`src/rtl/shift_arbiter_pkg.sv`:
```
// Shared types and constants for the two-requester shifter front end.
package shift_arbiter_pkg;

    // Width of the shared shifter datapath
    localparam int SHIFT_W = 8;

    // Control FSM encoding
    typedef enum logic [1:0] {
        IDLE = 2'd0,
        EXEC = 2'd1,
        RESP = 2'd2
    } state_t;

    // Command field encodings
    localparam logic DIR_LEFT   = 1'b0;
    localparam logic DIR_RIGHT  = 1'b1;
    localparam logic TYPE_ARITH = 1'b0;
    localparam logic TYPE_LOGIC = 1'b1;

    // Requester identifiers
    localparam logic REQ0 = 1'b0;
    localparam logic REQ1 = 1'b1;

endpackage

```
`src/rtl/shift_arbiter_if.sv`:
```
// Request/response channels and debug outputs of shift_arbiter.
// master = requester side, slave = the arbiter itself.
interface shift_arbiter_if #(
    parameter int CNT_W = 8
);
    import shift_arbiter_pkg::*;

    logic               req0_valid;
    logic               req0_ready;
    logic [SHIFT_W-1:0] req0_din;
    logic [2:0]         req0_shamt;
    logic               req0_dir;
    logic               req0_type;

    logic               req1_valid;
    logic               req1_ready;
    logic [SHIFT_W-1:0] req1_din;
    logic [2:0]         req1_shamt;
    logic               req1_dir;
    logic               req1_type;

    logic               rsp0_valid;
    logic               rsp0_ready;
    logic               rsp1_valid;
    logic               rsp1_ready;
    logic [SHIFT_W-1:0] rsp_dout;

    logic               busy;
    logic [CNT_W-1:0]   grant_cnt0;
    logic [CNT_W-1:0]   grant_cnt1;

    modport master (
        output req0_valid, req0_din, req0_shamt, req0_dir, req0_type,
        output req1_valid, req1_din, req1_shamt, req1_dir, req1_type,
        output rsp0_ready, rsp1_ready,
        input  req0_ready, req1_ready,
        input  rsp0_valid, rsp1_valid, rsp_dout,
        input  busy, grant_cnt0, grant_cnt1
    );

    modport slave (
        input  req0_valid, req0_din, req0_shamt, req0_dir, req0_type,
        input  req1_valid, req1_din, req1_shamt, req1_dir, req1_type,
        input  rsp0_ready, rsp1_ready,
        output req0_ready, req1_ready,
        output rsp0_valid, rsp1_valid, rsp_dout,
        output busy, grant_cnt0, grant_cnt1
    );

endinterface

```
`src/rtl/shift_arbiter_barrel_shift8.sv`:
```
// Three-stage mux-based 8-bit combinational barrel shifter.
// Right shifts fill with din[7] for arithmetic and zero for logical;
// left shifts always fill with zero.
module barrel_shift8
    import shift_arbiter_pkg::*;
(
    input  logic [7:0] din_i,
    input  logic [2:0] shamt_i,
    input  logic       dir_i,
    input  logic       type_i,
    output logic [7:0] dout_o
);

    logic       fill;
    logic [7:0] stage1;
    logic [7:0] stage2;
    logic [7:0] stage4;

    // Shift by 1, 2 then 4 positions, each stage selected by one shamt bit
    always_comb begin
        fill = (dir_i == DIR_RIGHT && type_i == TYPE_ARITH) ? din_i[7] : 1'b0;

        stage1 = din_i;
        if (shamt_i[0]) begin
            stage1 = (dir_i == DIR_RIGHT) ? {fill, din_i[7:1]} : {din_i[6:0], 1'b0};
        end

        stage2 = stage1;
        if (shamt_i[1]) begin
            stage2 = (dir_i == DIR_RIGHT) ? {{2{fill}}, stage1[7:2]} : {stage1[5:0], 2'b00};
        end

        stage4 = stage2;
        if (shamt_i[2]) begin
            stage4 = (dir_i == DIR_RIGHT) ? {{4{fill}}, stage2[7:4]} : {stage2[3:0], 4'b0000};
        end

        dout_o = stage4;
    end

endmodule

```
`src/rtl/shift_arbiter.sv`:
```
// Round-robin front end sharing one barrel shifter between two requesters.
// Accept in IDLE, compute in EXEC, hold the registered result in RESP
// until the owner takes it. Per-requester saturating grant counters.
module shift_arbiter
    import shift_arbiter_pkg::*;
#(
    parameter int DATA_W = 8,
    parameter int CNT_W  = 8
) (
    input  logic           clk,
    input  logic           rst_n,
    shift_arbiter_if.slave bus
);

    if (DATA_W != SHIFT_W) begin : g_bad_width
        $error("shift_arbiter: DATA_W must be 8 to match barrel_shift8");
    end

    state_t           state_q, state_d;
    logic             last_grant_q;
    logic             owner_q;
    logic [7:0]       din_q;
    logic [2:0]       shamt_q;
    logic             dir_q;
    logic             type_q;
    logic [7:0]       dout_q;
    logic [CNT_W-1:0] cnt0_q;
    logic [CNT_W-1:0] cnt1_q;

    logic             sel;
    logic             accept;
    logic             handshake;
    logic [7:0]       shift_res;

    barrel_shift8 u_shift (
        .din_i   (din_q),
        .shamt_i (shamt_q),
        .dir_i   (dir_q),
        .type_i  (type_q),
        .dout_o  (shift_res)
    );

    // Pick the requester to serve: a lone valid wins, a tie goes to the one not granted last
    always_comb begin
        sel = REQ0;
        if (bus.req0_valid && bus.req1_valid) begin
            sel = ~last_grant_q;
        end else if (bus.req1_valid) begin
            sel = REQ1;
        end
    end

    // Next-state logic plus the accept and response handshake strobes
    always_comb begin
        state_d   = state_q;
        accept    = 1'b0;
        handshake = 1'b0;
        case (state_q)
            IDLE: begin
                if (bus.req0_valid || bus.req1_valid) begin
                    accept  = 1'b1;
                    state_d = EXEC;
                end
            end
            EXEC: begin
                state_d = RESP;
            end
            RESP: begin
                handshake = (owner_q == REQ1) ? bus.rsp1_ready : bus.rsp0_ready;
                if (handshake) begin
                    state_d = IDLE;
                end
            end
            default: begin
                state_d = IDLE;
            end
        endcase
    end

    // State register; reset aborts any operation in flight
    always_ff @(posedge clk or negedge rst_n) begin
        if (!rst_n) begin
            state_q <= IDLE;
        end else begin
            state_q <= state_d;
        end
    end

    // Capture the winning command, remember the grant and bump the owner's counter
    always_ff @(posedge clk or negedge rst_n) begin
        if (!rst_n) begin
            last_grant_q <= REQ1;
            owner_q      <= REQ0;
            din_q        <= '0;
            shamt_q      <= '0;
            dir_q        <= 1'b0;
            type_q       <= 1'b0;
            cnt0_q       <= '0;
            cnt1_q       <= '0;
        end else if (accept) begin
            last_grant_q <= sel;
            owner_q      <= sel;
            if (sel == REQ1) begin
                din_q   <= bus.req1_din;
                shamt_q <= bus.req1_shamt;
                dir_q   <= bus.req1_dir;
                type_q  <= bus.req1_type;
                if (cnt1_q != {CNT_W{1'b1}}) begin
                    cnt1_q <= cnt1_q + 1'b1;
                end
            end else begin
                din_q   <= bus.req0_din;
                shamt_q <= bus.req0_shamt;
                dir_q   <= bus.req0_dir;
                type_q  <= bus.req0_type;
                if (cnt0_q != {CNT_W{1'b1}}) begin
                    cnt0_q <= cnt0_q + 1'b1;
                end
            end
        end
    end

    // Register the shifter result at the end of EXEC; it stays put through RESP
    always_ff @(posedge clk or negedge rst_n) begin
        if (!rst_n) begin
            dout_q <= '0;
        end else if (state_q == EXEC) begin
            dout_q <= shift_res;
        end
    end

    assign bus.req0_ready = rst_n && accept && (sel == REQ0);
    assign bus.req1_ready = rst_n && accept && (sel == REQ1);
    assign bus.rsp0_valid = (state_q == RESP) && (owner_q == REQ0);
    assign bus.rsp1_valid = (state_q == RESP) && (owner_q == REQ1);
    assign bus.rsp_dout   = dout_q;
    assign bus.busy       = (state_q != IDLE);
    assign bus.grant_cnt0 = cnt0_q;
    assign bus.grant_cnt1 = cnt1_q;

endmodule
```
`src/flat_wrapper.sv`:
```
// flat-port wrapper written by rule: the top's interface ports become plain ports
module shift_arbiter_flat import shift_arbiter_pkg::*;
#(
    parameter int DATA_W = 8,
    parameter int CNT_W  = 8
)
  (clk, rst_n, bus_req0_valid, bus_req0_din, bus_req0_shamt, bus_req0_dir, bus_req0_type, bus_req1_valid, bus_req1_din, bus_req1_shamt, bus_req1_dir, bus_req1_type, bus_rsp0_ready, bus_rsp1_ready, bus_req0_ready, bus_req1_ready, bus_rsp0_valid, bus_rsp1_valid, bus_rsp_dout, bus_busy, bus_grant_cnt0, bus_grant_cnt1);
  shift_arbiter_if #(.CNT_W(CNT_W)) bus_i ();
  input  logic clk;
  input  logic rst_n;
  input wire logic [$bits(bus_i.req0_valid)-1:0] bus_req0_valid;
  input wire logic [$bits(bus_i.req0_din)-1:0] bus_req0_din;
  input wire logic [$bits(bus_i.req0_shamt)-1:0] bus_req0_shamt;
  input wire logic [$bits(bus_i.req0_dir)-1:0] bus_req0_dir;
  input wire logic [$bits(bus_i.req0_type)-1:0] bus_req0_type;
  input wire logic [$bits(bus_i.req1_valid)-1:0] bus_req1_valid;
  input wire logic [$bits(bus_i.req1_din)-1:0] bus_req1_din;
  input wire logic [$bits(bus_i.req1_shamt)-1:0] bus_req1_shamt;
  input wire logic [$bits(bus_i.req1_dir)-1:0] bus_req1_dir;
  input wire logic [$bits(bus_i.req1_type)-1:0] bus_req1_type;
  input wire logic [$bits(bus_i.rsp0_ready)-1:0] bus_rsp0_ready;
  input wire logic [$bits(bus_i.rsp1_ready)-1:0] bus_rsp1_ready;
  output wire logic [$bits(bus_i.req0_ready)-1:0] bus_req0_ready;
  output wire logic [$bits(bus_i.req1_ready)-1:0] bus_req1_ready;
  output wire logic [$bits(bus_i.rsp0_valid)-1:0] bus_rsp0_valid;
  output wire logic [$bits(bus_i.rsp1_valid)-1:0] bus_rsp1_valid;
  output wire logic [$bits(bus_i.rsp_dout)-1:0] bus_rsp_dout;
  output wire logic [$bits(bus_i.busy)-1:0] bus_busy;
  output wire logic [$bits(bus_i.grant_cnt0)-1:0] bus_grant_cnt0;
  output wire logic [$bits(bus_i.grant_cnt1)-1:0] bus_grant_cnt1;
  assign bus_i.req0_valid = bus_req0_valid;
  assign bus_i.req0_din = bus_req0_din;
  assign bus_i.req0_shamt = bus_req0_shamt;
  assign bus_i.req0_dir = bus_req0_dir;
  assign bus_i.req0_type = bus_req0_type;
  assign bus_i.req1_valid = bus_req1_valid;
  assign bus_i.req1_din = bus_req1_din;
  assign bus_i.req1_shamt = bus_req1_shamt;
  assign bus_i.req1_dir = bus_req1_dir;
  assign bus_i.req1_type = bus_req1_type;
  assign bus_i.rsp0_ready = bus_rsp0_ready;
  assign bus_i.rsp1_ready = bus_rsp1_ready;
  assign bus_req0_ready = bus_i.req0_ready;
  assign bus_req1_ready = bus_i.req1_ready;
  assign bus_rsp0_valid = bus_i.rsp0_valid;
  assign bus_rsp1_valid = bus_i.rsp1_valid;
  assign bus_rsp_dout = bus_i.rsp_dout;
  assign bus_busy = bus_i.busy;
  assign bus_grant_cnt0 = bus_i.grant_cnt0;
  assign bus_grant_cnt1 = bus_i.grant_cnt1;
  shift_arbiter #(.DATA_W(DATA_W), .CNT_W(CNT_W)) u_core (.clk(clk), .rst_n(rst_n), .bus(bus_i));
endmodule
```
`config.mk`:
```
export PLATFORM = sky130hd
export DESIGN_NAME = shift_arbiter_flat
export DESIGN_NICKNAME = d
export VERILOG_FILES = /design/src/rtl/shift_arbiter_pkg.sv /design/src/rtl/shift_arbiter_if.sv /design/src/rtl/shift_arbiter_barrel_shift8.sv /design/src/rtl/shift_arbiter.sv /design/src/flat_wrapper.sv
export SDC_FILE = /design/constraint.sdc
export NUM_CORES = 1
export LEC_CHECK = 0
export ABC_AREA = 1
export BUFFER_PORTS_ARGS = -buffer_cell sky130_fd_sc_hd__buf_2
export CAP_MARGIN = 5
export CORE_MARGIN = 5
export CORE_UTILIZATION = 49
export DETAILED_ROUTE_END_ITERATION = 10
export PLACE_DENSITY_LB_ADDON = 0.3
export SYNTH_ARGS = -nofsm -noshare
export SYNTH_HDL_FRONTEND = slang
export SYNTH_HIERARCHICAL = 1
export SYNTH_SLANG_ARGS = --single-unit
```
`constraint.sdc`:
```
create_clock -name clk -period 1.75 [get_ports clk]
set_clock_uncertainty 0.2 [all_clocks]
set_input_delay 0.2625 -clock clk [delete_from_list [all_inputs] [get_ports clk]]
set_output_delay 0.2625 -clock clk [all_outputs]
set_load 0.05 [all_outputs]
```
# After elaboration in Yosys (flattened, before gate mapping)
# Index checks and enable logic that the tools add are counted.
[word_totals]
wordCells = 54
reg_bits = 41
[classes]
reduce_logical = 13
add_sub_neg = 2
n_eq_ne = 6
muxes = 19
bitwise = 4
[op_table]
columns = ["cell", "count"]
rows = [
  ["$mux W8", 7],
  ["$add A8 B1 Y8 const B", 2],
  ["$ne A8 B8 Y1 const B", 2],
  ["$mux W1", 8],
  ["$logic_and A1 B1 Y1", 7],
  ["$pmux W2 S3", 1],
  ["$reduce_and A3 Y1", 2],
  ["$mux W2", 2],
  ["$ne A2 B1 Y1 const B", 2],
  ["$not A1 Y1", 4],
  ["$mux W3", 1],
  ["$eq A2 B1 Y1 const B", 1],
  ["$eq A2 B2 Y1 const B", 1],
  ["$logic_not A2 Y1", 1],
  ["$reduce_and A2 Y1", 1],
  ["$reduce_bool A2 Y1", 1],
  ["$logic_or A1 B1 Y1", 1],
]

# Logic depth before layout (Yosys ltp)
# Gate-level depths: netlist of the first run.
[logic_depth]
depth_word = 9
ltp_mapped = 11

# Hierarchy
# The synthesis of the first run kept the hierarchy.
[modules_own_cells]
columns = ["module", "cells_each", "seq_area_each_um2", "area_each_um2", "instances"]
rows = [
  ["shift_arbiter", 240, 1027.2, 2018.2, 1],
  ["barrel_shift8", 109, 0.0, 601.8, 1],
]

# Least setup slack after synthesis of the first run
# OpenSTA, ideal clock, no wires.
[synth_timing]
path_type = "register to output"
start = "reg u_core.last_grant_q"
end = "out bus_req0_ready"
arrival_ns = 2.397
stages_incl_launch_ff = 6
t_required_ns = 1.287
setup_slack_ns = -1.109
path_cell_list = "dfstp_2 nand2_1 nand2_2 inv_2 buf_6 nor4_1"
[synth_via]
elab_chain_cells = 4
[synth_lines]
columns = ["element", "line_no", "text"]
rows = [
  ["start: declaration", "shift_arbiter.sv:20", "logic last_grant_q;"],
  ["start signal: assignment", "shift_arbiter.sv:101", "last_grant_q <= sel;"],
  ["$not A1 Y1", "shift_arbiter.sv:47", "sel = ~last_grant_q;"],
  ["$mux W1", "shift_arbiter.sv:46", "if (bus.req0_valid && bus.req1_valid) begin"],
  ["$not A1 Y1", "shift_arbiter.sv:132", "assign bus.req0_ready = rst_n && accept && (sel == REQ0);"],
  ["$logic_and A1 B1 Y1", "shift_arbiter.sv:132", ""],
  ["end: declaration", "flat_wrapper.sv:23", "output wire logic [$bits(bus_i.req0_ready)-1:0] bus_req0_ready;"],
]
# Every way passes these cells.

# Worst setup path after layout of the first run
# Same ends and word-level chain as after synthesis.

==> run_results.csv, run 1 <==
group,metric,value,unit
final_layout,synthToLayoutAreaGrowth,35.5,%
final_layout,layout.nets,475,
timing,top_achievable_clock_speed,544,MHz
yosys,synth.net_count,383,
run_status,failed_checks,"negative setup slack",
worst_setup_path,reg2reg_setup_slack,-0.03,ns
final_layout,n_antenna_cell,0,
global_routing,vias_in_the_first_global_route,2576,
placed_design,portBuffers,60,
yosys,yosysSeqAreaShare,39.2,%
routing,drt_wl_total,6770,um
global_routing,grt_overflow_total,0,
global_routing,grtUsageTotal,19.6,%
worst_setup_path,setup.worst_path.end_class,"primary output",
worst_setup_path,crit_path_cell_trace,"nand2_2 > nand2_4 > inv_2 > nor4_4 > buf_6",
timing,setup_viol_count_final,6,
worst_setup_path,worst-path-buf-inv,2,
worst_setup_path,criticalPathCategory,"flip-flop to primary output",
global_routing,grt_start_max_net_pins,42,
final_layout,final_cell_count_no_fill,512,
final_layout,post_route_cells_drive_above_1_share,42.3,%
clock_tree,worst_setup_hold_path_clk_slew,0.08,ns
floorplanning,design.core.area,0.00514,mm2
yosys,netlist_instances,349,
power,vdd_ir_drop_max,1.24,mV
clock_tree,tritoncts,"built",
final_layout,mostFrequentLayoutCells,"sky130_fd_sc_hd__nand2_1 (131), sky130_fd_sc_hd__buf_2 (58), sky130_fd_sc_hd__dfrtp_1 (34), sky130_fd_sc_hd__buf_4 (27), sky130_fd_sc_hd__nor2_1 (26)",
global_routing,global_route_wire_length_before_repair,11400,um
timing,final_critical_path_setup_slack,-0.0870,ns
worst_setup_path,cp_data_required_time,1.29,ns
timing,slew-limit-headroom,64.3,%
final_layout,final_area,0.00355,mm2
placed_design,post_dp_cell_area,0.00312,mm2
yosys,most_area_consuming_cells_after_synthesis,"sky130_fd_sc_hd__dfrtp_1 (38%), sky130_fd_sc_hd__nand2_1 (20%), sky130_fd_sc_hd__nor2_1 (4.2%)",
timing,report.final.hold_viol_count,0,
global_routing,antenna_found_initial,0,
placed_design,hpwlAfterDp,4800,um
worst_setup_path,timing.critical_path.slowest_cell_delay,0.54,ns
routing,wl_per_cell,13.2,um
worst_setup_path,critical_path.top_delay_family,"flip-flops",
yosys,synth_area_per_cell,7.51,um2
routing,drt-pass1-iter-count,4,
routing,vias_per_cell,5.08,
timing,layout_worst_path_cycle_share,105,%
clock_tree,numClockSinks,41,
yosys,yosysTopAreaCellShare,38.2,%
worst_setup_path,critical_path.slowest_cell,"sky130_fd_sc_hd__dfstp_2",
yosys,mapped_cell_area,0.00262,mm2
floorplanning,die-width,83.1,um
hold_path,worst_hold_path.num_cells,3,
worst_setup_path,worst_r2r_endpoint,"u_core/bus.rsp_dout[7]",
clock_tree,cts-htree-levels,2,
timing,rsz0062_at_grt,"yes",
floorplanning,placement_rows,26,
power,powerDensity,2030,mW/mm2
yosys,ys_seq_elements,41,
worst_setup_path,reg2regPathDepth,10,
worst_setup_path,crit-reg2reg-launch,"u_core/dir_q",
yosys,syn_warnings,6,
hold_path,worst_hold_startpoint,"bus_req1_din[2]",
final_layout,layout.cells.most_common,"sky130_fd_sc_hd__nand2_1",
run,maxCapViolCount,0,
timing,period_needed,1.84,ns
worst_setup_path,arrival,1.37,ns
hold_path,hold_path.class,"input pin to flip-flop",
clock_tree,tritoncts_buffers,5,
yosys,synth_async_sr_flop_share,100,%
yosys,synth_top_flop_cell,"sky130_fd_sc_hd__dfrtp_1",
placed_design,gp_routability_congestion,0.877,
yosys,synth_enable_flop_cells,0,
routing,drt.antenna.violating_nets,0,
power,reported_leakage_power,1.85,nW
floorplanning,die_height,83.1,um
run_status,status,"finished with violations",
routing,detail_route.drc_violations,0,
clock_tree,cts-root-to-sink-buffers,2,
floorplanning,io_pins,61,
floorplanning,die_area,0.00691,mm2
floorplanning,floorplan.initialDensity,51.0,%
routing,vias_after_detailed_routing,2599,
routing,drt_iter0_markers,112,
placed_design,dp_cells,491,
hold_path,worst_hold_path.endpoint,"u_core/din_q[2]",
worst_setup_path,worst_setup_path_start_kind,"flip-flop",
clock_tree,root_buffer,"sky130_fd_sc_hd__clkbuf_8",
worst_setup_path,critPathMaxFanout,3,
yosys,netlist-cell-type-count,32,
final_layout,finish.utilization,69.1,%
clock_tree,worst_skew_pair.late_latency,0.29,ns
timing,timing_max_transition_violations_final,0,
yosys,synth_area_leader_cell,"sky130_fd_sc_hd__dfrtp_1",
timing,worstMarginPinSlew,0.536,ns
==> per-stage QoR <==
stage	total power, W	TNS (ns)	hold WS [ns]	worst slack [ns]
finish	0.00721	-0.216	0.0139	-0.0870
global placement	0.00560	0	0.248	0.00592
floorplan	0.00471	-0.192	-0.233	-0.192
CTS	0.00675	-0.225	0.00298	-0.110
detailed placement	0.00569	-0.0750	0.241	-0.0521
global route	0.00776	-0.733	0.0193	-0.152
==> where the power goes <==
part / internal, W / switching, W / total (W) / leakage [nW]
Combinational: 0.00183 / 0.00285 / 0.00469 / 1.30
Sequential: 0.00136 / 0.000371 / 0.00173 / 0.494
Clock: 0.000465 / 0.000325 / 0.000791 / 0.0585
Total: 0.00366 / 0.00355 / 0.00721 / 1.85
==> timing repair <==
item,4_1_cts,5_1_grt
setup endpoints to repair,8,22
gates cloned,1,0
pin swaps,5,25
gates resized for setup,16,40
hold buffers,1,0
buffers inserted,7,5
endpoints found under the hold margin,40,0
==> metal layers <==
metal	share of wire, %	up-vias	global-route usage, %
met4	1.3	0	5.35
met3	5.4	10	5.35
li1	-	1295	-
met5	0	-	0
met1	42	1232	24.6
met2	51	62	33.1
==> how the worst max path moves through the flow <==
| stage | startpoint | to | slack, ns | cells after the start |
|---|---|---|---|---|
| CTS | u_core/last_grant_q | bus_req0_ready | -0.11 | 5 |
| detailed placement | u_core/shamt_q[0] | u_core/bus.rsp_dout[5] | -0.05 | 7 |
| finish | u_core/last_grant_q | bus_req0_ready | -0.09 | 5 |
| global placement | u_core/shamt_q[0] | u_core/bus.rsp_dout[5] | 0.006 | 7 |
| floorplan | u_core/last_grant_q | bus_req0_ready | -0.19 | 5 |
| global route | u_core/last_grant_q | bus_req0_ready | -0.15 | 5 |
==> registers in the layout, summed over array words and instances, names as in the netlist <==
register / count
u_core/shamt_q: 3
u_core/dir_q: 1
u_core/bus.rsp_dout: 8
u_core/type_q: 1
u_core/bus.grant_cnt1: 8
u_core/din_q: 8
u_core/state_q: 2
u_core/owner_q: 1
u_core/bus.grant_cnt0: 8
u_core/last_grant_q: 1
==> synthesized netlist by cell type, types with 2 or more instances <==
cell	count
sky130_fd_sc_hd__a21oi_1	2
sky130_fd_sc_hd__a31oi_1	13
sky130_fd_sc_hd__buf_2	2
sky130_fd_sc_hd__buf_6	5
sky130_fd_sc_hd__dfrtp_1	40
sky130_fd_sc_hd__ha_1	2
sky130_fd_sc_hd__inv_1	22
sky130_fd_sc_hd__inv_2	4
sky130_fd_sc_hd__mux2_2	8
sky130_fd_sc_hd__nand2_1	141
sky130_fd_sc_hd__nand2_2	9
sky130_fd_sc_hd__nand3_1	21
sky130_fd_sc_hd__nand3_2	10
sky130_fd_sc_hd__nand3b_1	3
sky130_fd_sc_hd__nor2_1	29
sky130_fd_sc_hd__nor2_2	3
sky130_fd_sc_hd__nor2_4	3
sky130_fd_sc_hd__o21ai_0	8
sky130_fd_sc_hd__or2_2	6
sky130_fd_sc_hd__xnor2_1	5
sky130_fd_sc_hd__xor2_1	2
==> area by class of cell <==
| cell class | instances | area (um2) |
|---|---|---|
| repair buffers | 93 | 613 |
| well taps | 70 | 87.6 |
| clock buffers | 7 | 86.3 |
| fillers | 448 | 1590 |
| inverters | 27 | 133 |
| flip-flops and latches | 41 | 1030 |
| clock inverters | 1 | 30.0 |
| multi-input cells | 273 | 1570 |
==> worst reg2reg max path: stages, from the launching register on <==
cell and delay, ns:
sky130_fd_sc_hd__dfrtp_2 0.48, sky130_fd_sc_hd__buf_12 0.16, sky130_fd_sc_hd__nand3_4 0.11, sky130_fd_sc_hd__nand3_2 0.09
sky130_fd_sc_hd__nand2_1 0.09, sky130_fd_sc_hd__nand2_1 0.05, sky130_fd_sc_hd__nand2_1 0.08, sky130_fd_sc_hd__nand3_1 0.07
sky130_fd_sc_hd__nand2_1 0.06, sky130_fd_sc_hd__inv_1 0.03, sky130_fd_sc_hd__mux2_4 0.25
==> kinds of logic (layout without fill, tap and decap cells) <==
| group | after synthesis | after routing | share of synthesized area (%) |
|---|---|---|---|
| AO/OA/AOI/OAI | 25 | 25 | 5.68 |
| XOR/XNOR | 7 | 7 | 2.34 |
| adder cells (fa/ha/maj) | 2 | 2 | 0.955 |
| buffers and inverters | 35 | 128 | 7.69 |
| flip-flops | 41 | 41 | 39.2 |
| multiplexers | 8 | 8 | 3.44 |
| AND/OR/NAND/NOR | 231 | 231 | 40.7 |
Power figures use the tool's default switching activity.
==> run 2: changes to the inputs <==
--- a/config.mk
+++ b/config.mk
@@ -5,11 +5,11 @@
 export SDC_FILE = /design/constraint.sdc
 export NUM_CORES = 1
 export LEC_CHECK = 0
-export ABC_AREA = 1
+export ABC_AREA = 0
 export BUFFER_PORTS_ARGS = -buffer_cell sky130_fd_sc_hd__buf_2
 export CAP_MARGIN = 5
 export CORE_MARGIN = 5
-export CORE_UTILIZATION = 49
+export CORE_UTILIZATION = 48
 export DETAILED_ROUTE_END_ITERATION = 10
 export PLACE_DENSITY_LB_ADDON = 0.3
 export SYNTH_ARGS = -nofsm -noshare
==> run 2 against run 1 <==
Compared with the run above: the flow still finishes with violations (negative setup slack); count of clock-buffer cells in the layout shrank 1; hold slack better by 0.032 ns; combinational power fell by 8.1%; final area is 6.5% lower; non-clock buffer count rose by 1; core utilization fell by 3.7 points; critical endpoint is now u_core/bus.rsp_dout[7]; largest cell class unchanged.
==> run_results.csv, run 2 <==
group,metric,value,unit
run_status,status,"finished with violations",
run_status,failed_checks,"negative setup slack",
worst_setup_path,setup.worst_path.end_class,"flip-flop",
global_routing,antenna_found_initial,0,
yosys,yosysSeqAreaShare,41.3,%
floorplanning,io_pins,61,
final_layout,layout.cells.most_common,"sky130_fd_sc_hd__buf_2",
timing,final_critical_path_setup_slack,-0.255,ns
yosys,synth_enable_flop_cells,0,
routing,drt-pass1-iter-count,5,
global_routing,grt_overflow_total,0,
timing,layout_worst_path_cycle_share,115,%
floorplanning,design.core.area,0.00507,mm2
clock_tree,cts-htree-levels,2,
placed_design,hpwlAfterDp,4480,um
global_routing,grt_start_max_net_pins,41,
yosys,synth.cells.most_frequent,"sky130_fd_sc_hd__dfrtp_1 (40), sky130_fd_sc_hd__mux2i_1 (24), sky130_fd_sc_hd__nand2_1 (23), sky130_fd_sc_hd__o21ai_0 (12)",
floorplanning,die_area,0.00672,mm2
final_layout,synthToLayoutAreaGrowth,33.6,%
yosys,synth_area_per_cell,10.3,um2
floorplanning,die-width,82.0,um
clock_tree,worst_setup_hold_path_clk_slew,0.07,ns
worst_setup_path,crit_path_cell_trace,"mux2_4 > mux4_2 > mux2i_1 > o21ai_1 > mux2_2",
clock_tree,tritoncts,"built",
floorplanning,placement_rows,26,
yosys,mapped_cell_area,0.00248,mm2
final_layout,post_route_cells_drive_above_1_share,47.6,%
yosys,yosys.cell_count.top_type,"sky130_fd_sc_hd__dfrtp_1",
power,reported_leakage_power,1.52,nW
timing,slew-limit-headroom,66.5,%
clock_tree,numClockSinks,41,
yosys,netlist-cell-type-count,56,
routing,drt.antenna.violating_nets,0,
worst_setup_path,critical_path.slowest_cell,"sky130_fd_sc_hd__dfrtp_2",
timing,timing_max_transition_violations_final,0,
clock_tree,cts-root-to-sink-buffers,2,
yosys,synth_top_flop_cell,"sky130_fd_sc_hd__dfrtp_1",
clock_tree,root_buffer,"sky130_fd_sc_hd__clkbuf_8",
placed_design,gp_routability_congestion,0.903,
final_layout,mostFrequentLayoutCells,"sky130_fd_sc_hd__buf_2 (57), sky130_fd_sc_hd__buf_4 (29), sky130_fd_sc_hd__dfrtp_1 (23), sky130_fd_sc_hd__nand2_1 (22), sky130_fd_sc_hd__mux2i_1 (22)",
yosys,most_area_consuming_cells_after_synthesis,"sky130_fd_sc_hd__dfrtp_1 (40%), sky130_fd_sc_hd__mux2i_1 (9.7%), sky130_fd_sc_hd__mux2_2 (5.0%)",
yosys,netlist_instances,241,
hold_path,hold_path.class,"input pin to flip-flop",
yosys,synth_async_sr_flop_share,100,%
worst_setup_path,worst_setup_path_start_kind,"flip-flop",
worst_setup_path,criticalPathCategory,"flip-flop to flip-flop",
yosys,yosysTopAreaCellShare,40.3,%
global_routing,vias_in_the_first_global_route,2191,
routing,drt_wl_total,6290,um
clock_tree,worst_skew_pair.late_latency,0.29,ns
routing,detail_route.drc_violations,0,
timing,rsz0062_at_grt,"yes",
final_layout,n_antenna_cell,0,
routing,vias_after_detailed_routing,2182,
clock_tree,tritoncts_buffers,5,
routing,drt_iter0_markers,111,
global_routing,global_route_wire_length_before_repair,10100,um
timing,totalNegativeSetupSlack,-1.36,ns
routing,wl_per_cell,15.8,um
timing,report.final.hold_viol_count,0,
power,powerDensity,2040,mW/mm2
power,fin_total_pwr,0.00676,W
yosys,ys_seq_elements,41,
yosys,synth.net_count,275,
worst_setup_path,timing.critical_path.slowest_cell_delay,0.45,ns
timing,period_needed,2.00,ns
worst_setup_path,critical_path.top_delay_family,"multiplexers",
power,vdd_ir_drop_max,1.24,mV
worst_setup_path,critPathMaxFanout,4,
run,maxCapViolCount,0,
placed_design,portBuffers,60,
worst_setup_path,cp_data_required_time,1.72,ns
yosys,synth_area_leader_cell,"sky130_fd_sc_hd__dfrtp_1",
floorplanning,floorplan.initialDensity,49.0,%
timing,setup_viol_count_final,10,
final_layout,layout.nets,361,
worst_setup_path,worst-path-buf-inv,0,
timing,top_achievable_clock_speed,499,MHz
global_routing,grtUsageTotal,19.4,%
floorplanning,die_height,82.0,um
worst_setup_path,arrival,1.98,ns
routing,vias_per_cell,5.48,
yosys,syn_warnings,6,
timing,worstMarginPinSlew,0.502,ns
[run 2: cell types whose count changed in the layout (fill, tap and decap cells not counted), moves of 16 or more]
| cell | previous run | this run |
|---|---|---|
| sky130_fd_sc_hd__nand2_1 | 131 | 22 |
| sky130_fd_sc_hd__nand3_2 | 21 | 0 |
| sky130_fd_sc_hd__inv_1 | 19 | 3 |
| sky130_fd_sc_hd__nor2_1 | 26 | 9 |
| sky130_fd_sc_hd__nand2_2 | 17 | 1 |
| sky130_fd_sc_hd__mux2i_1 | 0 | 22 |
[run 2: repair_timing]
action / in CTS / in global routing
gates resized for setup: 19 / 20
pin swaps: 5 / 2
cloned: 0 / 1
endpoints found under the setup margin: 13 / 23
setup buffers: 3 / 5
endpoints found under the hold margin: 40 / 0
hold buffers: 1 / 0
[run 2: worst register-to-register path: stages, from the launching register on]
cell	delay (ns)
sky130_fd_sc_hd__dfrtp_2	0.45
sky130_fd_sc_hd__mux2_4	0.31
sky130_fd_sc_hd__mux4_2	0.45
sky130_fd_sc_hd__mux2i_1	0.16
sky130_fd_sc_hd__o21ai_1	0.07
sky130_fd_sc_hd__mux2_2	0.26
[run 2: path summary, 6_finish.rpt]
path | cells past startpoint | slack (ns) | end | from
worst max-delay path | 5 | -0.25 | u_core/bus.rsp_dout[7] | u_core/dir_q
max in group asynchronous | 3 | 0.42 | u_core/shamt_q[1] | rst_n
worst min-delay path | 3 | 0.05 | u_core/din_q[7] | bus_req0_din[7]
worst min register to register | 1 | 0.29 | u_core/bus.grant_cnt0[6] | u_core/bus.grant_cnt0[6]
min in group asynchronous | 2 | 0.18 | u_core/owner_q | rst_n
worst max register to register | 5 | -0.25 | u_core/bus.rsp_dout[7] | u_core/dir_q
[run 2: through the flow]
stage                     setup slack, ns  hold WS, ns  utilization, %  std cells  cell area (um2)
after floorplan                    -0.246       -0.233               -        241             2530
after global placement             -0.214       -0.121            60.0        383             3050
after detailed placement           -0.221       -0.120            60.0        383             3050
after CTS                          -0.235       0.0445            63.4        395             3220
after global routing               -0.289       0.0608            65.4        398             3320
final                              -0.255       0.0460            65.4        398             3320
[run 2: routing by layer]
metal	part of all wire [%]	GRT usage [%]
met5	0	0
met1	43	23.5
met3	4.3	4.06
met4	1.4	6.31
met2	52	34.2
[run 2: layout make-up]
class / count / area [um2]
fillers: 429 / 1760
repair buffers: 94 / 622
multi-input cells: 181 / 1460
clock inverters: 2 / 10.0
inverters: 4 / 15.0
flip-flops and latches: 41 / 1050
well taps: 70 / 87.6
clock buffers: 6 / 72.6
[run 2: cells by family (layout without fill, tap and decap cells)]
kind of cell,after synthesis,after routing,synth area share (%)
simple gates,69,69,14.9
compound gates,59,59,16.3
mux,43,43,19.8
flops,41,41,41.3
buf+inv,19,106,3.88
xor+xnor,8,8,2.82
fa+ha+maj,2,2,1.01
[run 2: report_power, final]
part	internal [W]	switching (W)
clock	0.000276	0.000313
sequential	0.00139	0.000471
combinational	0.00184	0.00246
total	0.00351	0.00325
==> run 3: changes to the inputs <==
--- a/config.mk
+++ b/config.mk
@@ -12,7 +12,7 @@
 export CORE_UTILIZATION = 48
 export DETAILED_ROUTE_END_ITERATION = 10
 export PLACE_DENSITY_LB_ADDON = 0.3
+export RECOVER_POWER = 100
 export SYNTH_ARGS = -nofsm -noshare
 export SYNTH_HDL_FRONTEND = slang
-export SYNTH_HIERARCHICAL = 1
 export SYNTH_SLANG_ARGS = --single-unit
==> run 3 against run 2 <==
Compared with the run above: the flow still finishes with violations (negative setup slack); hold slack got worse by 0.045 ns; worst setup slack better by 0.13 ns; synthesized cell count fell by 4.6%; sequential share of layout area increased by 0.84 points; combinational power shrank 13%; wire length is 3.4% higher.
==> run_results.csv, run 3 <==
group,metric,value,unit
run_status,status,"finished with violations",
run_status,failed_checks,"negative setup slack",
power,power_switching_share,48.2,%
timing,rsz0062_at_grt,"yes",
floorplanning,floorplan.initialDensity,49.6,%
routing,vias_per_cell,5.66,
placed_design,hpwlAfterDp,4490,um
power,power.sequential.fraction,29.7,%
clock_tree,tritoncts_buffers,5,
global_routing,antenna_found_initial,0,
hold_path,hold_path.class,"input pin to flip-flop",
yosys,most_area_consuming_cells_after_synthesis,"sky130_fd_sc_hd__dfrtp_1 (43%), sky130_fd_sc_hd__a222oi_1 (5.6%), sky130_fd_sc_hd__mux2i_1 (4.3%)",
yosys,synth.cells.most_frequent,"sky130_fd_sc_hd__dfrtp_1 (40), sky130_fd_sc_hd__nor2_1 (19), sky130_fd_sc_hd__inv_1 (18), sky130_fd_sc_hd__a21oi_1 (14), sky130_fd_sc_hd__a222oi_1 (13)",
floorplanning,design.core.area,0.00472,mm2
placed_design,portBuffers,60,
worst_setup_path,criticalPathCategory,"flip-flop to primary output",
yosys,synth_top_flop_cell,"sky130_fd_sc_hd__dfrtp_1",
global_routing,global_route_wire_length_before_repair,10600,um
run,maxCapViolCount,0,
yosys,yosys.cell_count.top_type,"sky130_fd_sc_hd__dfrtp_1",
clock_tree,worst_skew_pair.late_latency,0.30,ns
final_layout,layout.nets,359,
worst_setup_path,setup.worst_path.end_class,"primary output",
timing,top_achievable_clock_speed,533,MHz
power,vdd_ir_drop_max,1.28,mV
clock_tree,cts-root-to-sink-buffers,2,
yosys,ys_seq_elements,41,
timing,layout_worst_path_cycle_share,107,%
worst_setup_path,critPathMaxFanout,3,
routing,drt.antenna.violating_nets,0,
placed_design,gp_routability_congestion,0.984,
power,power.combinational.fraction,58.0,%
power,powerDensity,2010,mW/mm2
floorplanning,die_area,0.00638,mm2
power,netSwitchingPower,0.00313,W
routing,drt_wl_total,6500,um
yosys,netlist-cell-type-count,51,
clock_tree,cts-htree-levels,2,
timing,timing_max_transition_violations_final,0,
floorplanning,die-width,79.9,um
yosys,synth_enable_flop_cells,0,
final_layout,post_route_cells_drive_above_1_share,42.3,%
power,p_clk_share,12.4,%
timing,final_critical_path_setup_slack,-0.126,ns
floorplanning,die_height,79.9,um
final_layout,fillers,369,
floorplanning,placement_rows,25,
final_layout,layout.cells.most_common,"sky130_fd_sc_hd__buf_2",
global_routing,grt_start_max_net_pins,30,
clock_tree,root_buffer,"sky130_fd_sc_hd__clkbuf_8",
yosys,synth_area_leader_cell,"sky130_fd_sc_hd__dfrtp_1",
placed_design,post_dp_cell_area,0.00283,mm2
timing,period_needed,1.88,ns
clock_tree,numClockSinks,41,
routing,wl_per_cell,16.5,um
routing,drt-pass1-iter-count,8,
timing,slew-limit-headroom,72.1,%
yosys,synth_async_sr_flop_share,100,%
placed_design,pre_cts_ws,-0.0287,ns
worst_setup_path,worst_setup_path_start_kind,"flip-flop",
timing,worstMarginPinSlew,0.419,ns
final_layout,mostFrequentLayoutCells,"sky130_fd_sc_hd__buf_2 (56), sky130_fd_sc_hd__buf_4 (27), sky130_fd_sc_hd__dfrtp_1 (25), sky130_fd_sc_hd__inv_1 (18), sky130_fd_sc_hd__nor2_1 (18)",
yosys,netlist_instances,230,
final_layout,final_area,0.00323,mm2
yosys,synth_area_per_cell,10.2,um2
global_routing,grtUsageTotal,21.3,%
power,reported_leakage_power,1.52,nW
yosys,yosysSeqAreaShare,43.9,%
routing,drt_iter0_markers,233,
power,fin_total_pwr,0.00649,W
global_routing,grt_overflow_total,0,
routing,vias_after_detailed_routing,2226,
clock_tree,tritoncts,"built",
timing,setup_viol_count_final,4,
yosys,mapped_cell_area,0.00234,mm2
floorplanning,io_pins,61,
global_routing,vias_in_the_first_global_route,2219,
worst_setup_path,arrival,1.41,ns
final_layout,n_antenna_cell,0,
yosys,yosysTopAreaCellShare,42.7,%
clock_tree,worst_setup_hold_path_clk_slew,0.08,ns
timing,report.final.hold_viol_count,0,
power,p_int,0.00336,W
final_layout,synthToLayoutAreaGrowth,37.7,%
final_layout,finish.utilization,68.3,%
routing,detail_route.drc_violations,0,
yosys,synth.net_count,264,
worst_setup_path,cp_data_required_time,1.29,ns
yosys,syn_warnings,0,
==> run 3: metal layers <==
metal / GRT usage (%) / part of all wire, %
met5: 0 / 0
met4: 6.59 / 2.0
met3: 4.85 / 7.4
met2: 36.5 / 51
met1: 26.7 / 39
==> run 3: path summary, 6_finish.rpt <==
kind	startpoint	to	slack, ns	cells past startpoint
worst min register to register	u_core.bus.grant_cnt1[7]	u_core.bus.grant_cnt1[7]	0.29	1
worst max-delay path	u_core.last_grant_q	bus_req0_ready	-0.13	4
max in group asynchronous	rst_n	u_core.bus.grant_cnt1[5]	0.42	3
min in group asynchronous	rst_n	u_core.state_q[1]	0.23	2
worst max register to register	u_core.last_grant_q	u_core.bus.grant_cnt0[1]	-0.03	4
worst min-delay path	bus_req0_din[3]	u_core.din_q[3]	0.001	3
==> run 3: per-stage QoR <==
stage               setup TNS [ns]  std cells  hold WS (ns)
floorplan                   -0.116        230        -0.233
global placement                 0        363       -0.0853
detailed placement         -0.0510        363       -0.0859
CTS                         -0.307        387     0.0000230
global route                 -1.14        393        0.0195
finish                      -0.286        393       0.00139
==> run 3: final cells by class <==
type | count | area [um2] | area share, %
inverter | 19 | 71.3 | 2.21
multi-input combinational | 154 | 1210 | 37.4
clock inverter | 1 | 30.0 | 0.931
sequential | 41 | 1050 | 32.4
clock buffer | 7 | 86.3 | 2.68
timing repair buffer | 104 | 702 | 21.8
tap | 67 | 83.8 | 2.60
==> run 3: cells by family after synthesis <==
logic type	Yosys count	synth area share [%]
buffers and inverters	35	7.75
AOI/OAI and AO/OA	61	20.6
muxes	15	7.64
xor gates and xnor gates	14	5.23
and+or+nand+nor	62	13.9
adders and majority gates	2	1.07
DFF	41	43.9
==> run 3: what timing repair did <==
item | CTS | global route
pin swaps | 1 | 6
endpoints found under the setup margin | 10 | 25
buffers inserted | 2 | 6
gates resized for setup | 11 | 15
gates cloned | 0 | 0
hold buffers | 14 | 0
endpoints found under the hold margin | 48 | 0
==> run 3: power groups by stage <==
stage	combinational (W)	clock (W)	sequential [W]
floorplan	0.00203	0	0.00241
global placement	0.00338	0	0.00192
detailed placement	0.00341	0	0.00194
CTS	0.00352	0.000805	0.00192
global route	0.00409	0.000831	0.00198
finish	0.00376	0.000802	0.00192
==> run 3: critical path, cell delays in order, from the launching register on <==
cell	delay [ns]
sky130_fd_sc_hd__dfstp_2	0.55
sky130_fd_sc_hd__nand2b_4	0.12
sky130_fd_sc_hd__and3_4	0.17
sky130_fd_sc_hd__and2_4	0.14
sky130_fd_sc_hd__buf_8	0.14
